<file path="src/rtl/rotate_cmd_queue.sv">
// rotate_cmd_queue
//   Command buffer in front of a combinational N-bit rotator. Rotate
//   requests (data, shift) from a bursty producer are held in a small
//   first-word-fall-through FIFO. Each shift amount is reduced modulo N
//   as it is written, so the rotator only ever sees a legal shift.
//
// Parameters
//   N      data width, must match the downstream rotator
//   DEPTH  number of FIFO entries, power of two, >= 2
//   SW     shift field width, derived from N ($clog2(N)+1), do not override
//
// Ports
//   clk        rising-edge clock
//   rst_n      asynchronous active-low reset, clears queue and storage
//   flush      synchronous clear of all queued entries, beats push/pop
//   in_data    data word to rotate
//   in_shift   requested rotate amount, any value 0..2^SW-1
//   in_valid   producer has a request
//   in_ready   queue can accept a request (count < DEPTH)
//   out_data   head-entry data
//   out_shift  head-entry shift, always < N
//   out_valid  head entry is valid (queue not empty)
//   out_ready  consumer takes the head entry
//   count      number of stored entries, 0..DEPTH
//   full       count == DEPTH
//   empty      count == 0
module rotate_cmd_queue #(
  parameter int N     = 4,
  parameter int DEPTH = 4,
  parameter int SW    = $clog2(N) + 1
) (
  input  logic                   clk,
  input  logic                   rst_n,
  input  logic                   flush,
  input  logic [N-1:0]           in_data,
  input  logic [SW-1:0]          in_shift,
  input  logic                   in_valid,
  output logic                   in_ready,
  output logic [N-1:0]           out_data,
  output logic [SW-1:0]          out_shift,
  output logic                   out_valid,
  input  logic                   out_ready,
  output logic [$clog2(DEPTH):0] count,
  output logic                   full,
  output logic                   empty
);

  localparam int AW = $clog2(DEPTH);
  localparam int CW = AW + 1;

  localparam logic [SW-1:0] N_SW    = SW'(N);
  localparam logic [SW-1:0] N_MASK  = SW'(N - 1);
  localparam bit            N_POW2  = ((N & (N - 1)) == 0);
  // Worst case number of subtractions to bring 2^SW-1 below N.
  localparam int            NSUB    = ((1 << SW) + N - 1) / N - 1;
  localparam logic [CW-1:0] DEPTH_C = CW'(DEPTH);

  logic [N-1:0]  data_mem_q  [DEPTH];
  logic [SW-1:0] shift_mem_q [DEPTH];

  logic [AW-1:0] wr_ptr_q, wr_ptr_d;
  logic [AW-1:0] rd_ptr_q, rd_ptr_d;
  logic [CW-1:0] count_q,  count_d;

  logic          push;
  logic          pop;
  logic [SW-1:0] norm_shift;

  // Status is taken from registered count only; a pop in the same cycle
  // does not open the input side until the following cycle.
  assign full      = (count_q == DEPTH_C);
  assign empty     = (count_q == '0);
  assign in_ready  = ~full;
  assign out_valid = ~empty;
  assign count     = count_q;

  assign push = in_valid & in_ready;
  assign pop  = out_valid & out_ready;

  assign out_data  = data_mem_q[rd_ptr_q];
  assign out_shift = shift_mem_q[rd_ptr_q];

  // Shift normalisation: plain mask when N is a power of two, otherwise
  // an unrolled chain of conditional subtracts.
  always_comb begin
    norm_shift = in_shift;
    if (N_POW2) begin
      norm_shift = in_shift & N_MASK;
    end else begin
      for (int unsigned i = 0; i < NSUB; i++) begin
        if (norm_shift >= N_SW) begin
          norm_shift = norm_shift - N_SW;
        end
      end
    end
  end

  always_comb begin
    wr_ptr_d = wr_ptr_q;
    rd_ptr_d = rd_ptr_q;
    count_d  = count_q;
    if (flush) begin
      wr_ptr_d = '0;
      rd_ptr_d = '0;
      count_d  = '0;
    end else begin
      if (push) begin
        wr_ptr_d = wr_ptr_q + AW'(1);
      end
      if (pop) begin
        rd_ptr_d = rd_ptr_q + AW'(1);
      end
      case ({push, pop})
        2'b10:   count_d = count_q + CW'(1);
        2'b01:   count_d = count_q - CW'(1);
        default: count_d = count_q;
      endcase
    end
  end

  always_ff @(posedge clk or negedge rst_n) begin
    if (!rst_n) begin
      wr_ptr_q <= '0;
      rd_ptr_q <= '0;
      count_q  <= '0;
      for (int unsigned i = 0; i < DEPTH; i++) begin
        data_mem_q[i]  <= '0;
        shift_mem_q[i] <= '0;
      end
    end else begin
      wr_ptr_q <= wr_ptr_d;
      rd_ptr_q <= rd_ptr_d;
      count_q  <= count_d;
      // Flush leaves storage untouched; only the pointers are cleared.
      if (push && !flush) begin
        data_mem_q[wr_ptr_q]  <= in_data;
        shift_mem_q[wr_ptr_q] <= norm_shift;
      end
    end
  end

endmodule

</file>
<file path="config.mk">
export PLATFORM = sky130hd
export DESIGN_NAME = rotate_cmd_queue
export DESIGN_NICKNAME = d
export VERILOG_FILES = /design/src/rtl/rotate_cmd_queue.sv
export SDC_FILE = /design/constraint.sdc
export NUM_CORES = 1
export LEC_CHECK = 0
export ABC_CLOCK_PERIOD_IN_PS = 2100
export BUFFER_PORTS_ARGS = -buffer_cell sky130_fd_sc_hd__buf_2
export CORE_MARGIN = 2
export CORE_UTILIZATION = 50
export DETAILED_ROUTE_END_ITERATION = 8
export GPL_TIMING_DRIVEN = 0
export PLACE_DENSITY = 0.75
export SLEW_MARGIN = 20
export SYNTH_ARGS = -nofsm -noshare
export SYNTH_HDL_FRONTEND = slang
export SYNTH_SLANG_ARGS = --single-unit
</file>
<file path="constraint.sdc">
create_clock -name clk -period 2.1 [get_ports clk]
set_input_delay 0.42 -clock clk [delete_from_list [all_inputs] [get_ports clk]]
set_output_delay 0.42 -clock clk [all_outputs]
set_load 0.02 [all_outputs]
</file>
After elaboration in Yosys (flattened, before gate mapping)
Index checks and enable logic that the tools add are counted.
{"block": "word_totals", "register_bits": 35, "input_bits": 12, "output_inout_bits": 14, "wordCells": 52}
{"block": "classes", "add_sub_neg": 4, "magnitude_cmp": 3, "n_eq_ne": 3, "n_mux": 18, "bitwise": 6, "reduce_logical": 7}
{"cell": "$bwmux 16", "n": 1}
{"cell": "$bwmux 12", "n": 1}
{"cell": "$mux 3", "n": 4}
{"cell": "$mux 4", "n": 3}
{"cell": "$bmux 4 s2", "n": 1}
{"cell": "$demux 4 s2", "n": 1}
{"cell": "$mux 2", "n": 4}
{"cell": "$bmux 3 s2", "n": 1}
{"cell": "$demux 3 s2", "n": 1}
{"cell": "$ge 3x3->1 const B", "n": 2}
{"cell": "$not 2->3", "n": 2}
{"cell": "$pmux 3 s2", "n": 1}
{"cell": "$add 2x1->2 const B", "n": 2}
{"cell": "$reduce_bool 2->1", "n": 2}
{"cell": "$add 3x1->3 const B", "n": 1}
{"cell": "$eq 3x3->1 const B", "n": 1}
{"cell": "$logic_not 3->1", "n": 1}
{"cell": "$lt 3x1->1 const B", "n": 1}
{"cell": "$reduce_bool 3->1", "n": 1}
{"cell": "$sub 3x1->3 const B", "n": 1}
{"cell": "$and 1x1->1", "n": 2}
{"cell": "$eq 2x1->1 const B", "n": 1}
{"cell": "$eq 2x2->1 const B", "n": 1}
{"cell": "$logic_and 1x1->1", "n": 2}
{"cell": "2 further kinds", "n": 3}

Longest topological paths before layout
{"block": "depth", "depth_word": 6, "mapped_depth": 7, "depth_no_buf": 6}

Worst setup path after synthesis
No wires, ideal clock.
{"block": "synth_path", "path_kind": "register to register", "start": "reg count_q[0] (netlist: count[0])", "end": "reg count_q[1] (netlist: count[1])", "setup_time_ps": 125, "t_arrival_ps": 1952, "required_ps": 1975, "path_slack_ps": 23, "stages_incl_launch_ff": 7, "path_buffers": 1, "period_less_slack_ps": 2077, "cell_sequence": "dfrtp_1 > clkbuf_1 > o31ai_1 > a21oi_1 > fa_1 > nor2_1 > a2111oi_0"}
{"block": "synth_between", "elab_chain_len": 6, "elab_cells_between_ends": 13, "cone_classes": "add/sub: 2; eq/ne: 3; mux: 2; bitwise: 4; reduce/logical: 2"}
{"element": "start, declared", "line": "63", "text": "logic [CW-1:0] count_q, count_d;"}
{"element": "start signal, assigned", "line": "133", "text": "count_q <= count_d;"}
{"element": "$eq 3x3->1 / $logic_not 3->1 (equally long branches)", "line": "71, 72"}
{"element": "$not 1->1, on equally long branches", "line": "73, 74"}
{"element": "$and 1x1->1, on equally long branches", "line": "77, 78"}
{"element": "$eq 2x1->1 / $eq 2x2->1 (equally long branches)", "line": "113", "text": "case ({push, pop})"}
{"element": "$pmux 3 s2", "line": "113"}
{"element": "$mux 3", "line": "102", "text": "if (flush) begin"}
Several ways; a longest one is shown, not always the timed one.
A chain may end at the register's enable or synchronous reset.

Worst setup path in the final report
{"block": "layout_path", "start": "reg count_q[0] (netlist: count[0])", "end": "out full"}
{"block": "layout_between", "elab_chain_len": 1}
{"element": "$eq 3x3->1", "line": "71", "text": "assign full = (count_q == DEPTH_C);"}
{"element": "end, declared", "line": "44", "text": "output logic full,"}
Every way passes these cells.

==> results by group <==
Yosys
  – Top post-synthesis cells by count: dfrtp_1 (31), mux2_2 (18), nand3_1 (7)
  – Post-synth EDFFs: 0
  – Most numerous cell in the Yosys netlist: dfrtp_1
  – Post-synthesis cell count: 127
  – Yosys top cell by area: dfrtp_1
  – Mapped Area: 1650 um^2
  – Post-synthesis sequential area ratio: 0.471
  – Yosys warns: 0
  – Cells taking the most area after synthesis: dfrtp_1 (47%), mux2_2 (12%), mux4_2 (8.2%)
  – Yosys reg bits: 31
  – Yosys top cell area share: 0.471
  – Unique masters post-synth: 36
  – Ys flop type: dfrtp_1
  – Fraction of registers with async set/reset: 1.00
  – Syn_nets: 144
  – Avg Cell Area, Syn: 13.0 um^2

Floorplan
  – Die H: 61.4 um
  – Die width: 61.4 um
  – Cell Rows: 20
  – Core area: 3100 um^2
  – I/O pin count: 26
  – Initial Util: 0.531
  – Area of the die: 3770 um^2

Layout
  – Design area: 1940 um^2
  – # nets final: 177
  – Share of layout cells above drive strength 1: 0.509
  – Area Overhead vs Synth: 17.6%
  – Post-layout util: 0.625
  – Ant diodes: 0
  – Finished Layout Cells: 205
  – Fillers: 283

Route
  – Initial DRC Count: 51
  – First-pass DRT Iterations: 4
  – Post-route DRC violation count: 0
  – Antenna violation net count after detailed routing: 0
  – DRT Wirelength: 3.20 mm
  – Vias per cell: 5.50
  – Wire per inst: 15.6 um
  – Via count: 1128

Clock tree
  – CTS tree: built
  – Clock Root Buffer: clkbuf_4
  – Clock slew at reported path FFs: 100 ps
  – Total CTS buffers: 5
  – CTS sink count: 31
  – CTS Buffer Depth: 2
  – CTS H-Tree Depth: 2
  – CTS Hold Buffers Added: 0
  – Later-pin clock latency in the skew report: 320 ps

Worst setup path
  – Setup crit start: count[0]$_DFFE_PN0P_
  – Worst reg2reg endpoint: count[1]$_DFFE_PN0P_
  – Cell Chain, Critical Path: buf_4 -> or3b_1 -> buf_6 -> inv_2 -> buf_6
  – WP data required: 1680 ps
  – Startpoint types: flop
  – Most frequent cell on the critical path: buf_6
  – Reg2Reg Launch Point: count[0]$_DFFE_PN0P_
  – Crit end category: primary output
  – CP max stage delay: 430 ps
  – FF-to-FF path depth: 6
  – WS Path Type: reg -> out
  – Slowest CP cell: dfrtp_1
  – Crit-path max FO: 8
  – Worst Path Buf+Inv: 4
  – WP data arrival: 1600 ps
  – R2R setup slack: 150 ps
  – CP delay by family, top: buffers and inverters

Timing
  – Finish-stage setup viols: 0
  – Final Hold Vio Count: 0
  – Final min period: 2020 ps
  – Slew at the pin closest to its max-slew limit: 659 ps
  – F_max: 496 MHz
  – Slew HR: 0.561
  – Clk_skew: 9.43 ps
  – Setup tns final: 0 ps
  – Fin crit share: 0.960
  – Max-slew violation count: 0

Place
  – Dpl hpwl: 2.22 mm
  – Post-Place Cells: 193
  – Port Buf Inserts: 22
  – GP Congestion: 0.799
  – Placed inst area: 1810 um^2

Worst hold path
  – Hold WC Path Type: in -> async

GRT
  – Initial antenna violation count: 0
  – GRT overflow: 0
  – Vias in the first global route: 1137
  – Pin count of the biggest net entering global routing: 32
  – Gr usage total: 0.200
  – First-pass GRT wire length: 5.29 mm

Power
  – Total power: 2100 uW
  – Peak supply drop: 0.000767 V
  – Leak pwr: 0.000906 uW
  – Pwr dens: 1080 nW/um^2

Outcome
  – Status: complete, no violations

Job
  – MaxCap Viol Count: 0
## area by class of cell
class / count / area [um^2] / area share
multi-input combinational: 79 / 798 / 0.412
buffer: 10 / 76.3 / 0.0394
sequential: 31 / 777 / 0.401
timing repair buffer: 27 / 156 / 0.0807
clock inverter: 3 / 15.0 / 0.00775
inverter: 6 / 22.5 / 0.0116
tap: 44 / 55.1 / 0.0284
clock buffer: 5 / 37.5 / 0.0194
## stage by stage
step	hold WS [ps]	worst slack [ps]
2_1_floorplan	124	23.0
3_3_place_gp	481	-83.2
3_5_place_dp	487	-136
4_1_cts	129	15.8
5_1_grt	146	-8.79
6_report	118	84.4
## registers in the layout, summed over array words and instances (netlist names)
register,cells
shift_mem_q,8
count,3
rd_ptr_q,2
data_mem_q,16
wr_ptr_q,2
## worst max path at each step
| stage | endpoint | slack (ps) | cells past startpoint |
|---|---|---|---|
| 6_report | full | 80 | 5 |
| 5_1_grt | full | -9 | 5 |
| 4_1_cts | count[1]$_DFFE_PN0P_ | 20 | 6 |
| 3_5_place_dp | count[1]$_DFFE_PN0P_ | -140 | 6 |
| 3_3_place_gp | count[1]$_DFFE_PN0P_ | -80 | 6 |
| 2_1_floorplan | count[1]$_DFFE_PN0P_ | 20 | 6 |
## repair_timing
action	in CTS	in global routing
resized for setup	4	13
setup buffers	3	2
endpoints found under the setup margin	10	4
## kinds of logic after synthesis
group,Yosys count,share of synthesized area
other cells,1,0.00228
simple gates,23,0.0858
buf+inv,17,0.0569
xor+xnor,3,0.0159
flops,31,0.471
fa+ha+maj,5,0.0425
compound gates,17,0.0661
mux,30,0.260
## where the power goes
| part | internal [uW] | switching (uW) |
|---|---|---|
| clock network | 124 | 198 |
| registers | 791 | 123 |
| logic | 467 | 396 |
## placed cells by master, fill, tap and decap left out, types with 2 or more instances in the layout
cell and instances:
nand2b_1 2, clkbuf_4 5, a21oi_1 4, o21ai_0 5, mux4_2 6, xor2_1 2, nand3_1 7, clkbuf_1 2
dfrtp_1 30, ha_1 4, mux2_4 6, nor2_1 4, buf_6 5, clkinv_2 3, inv_1 5, mux2_2 18
buf_4 8, or2_2 2, buf_2 21
## routing by layer
metal  share of wire  up-vias  track usage
met1            0.42      568        0.237
met2            0.53       36        0.342
li1                -      520            -
met3           0.044        4       0.0777
met4           0.013        0       0.0547
met5               0        -            0
Power figures use the tool's default switching activity.
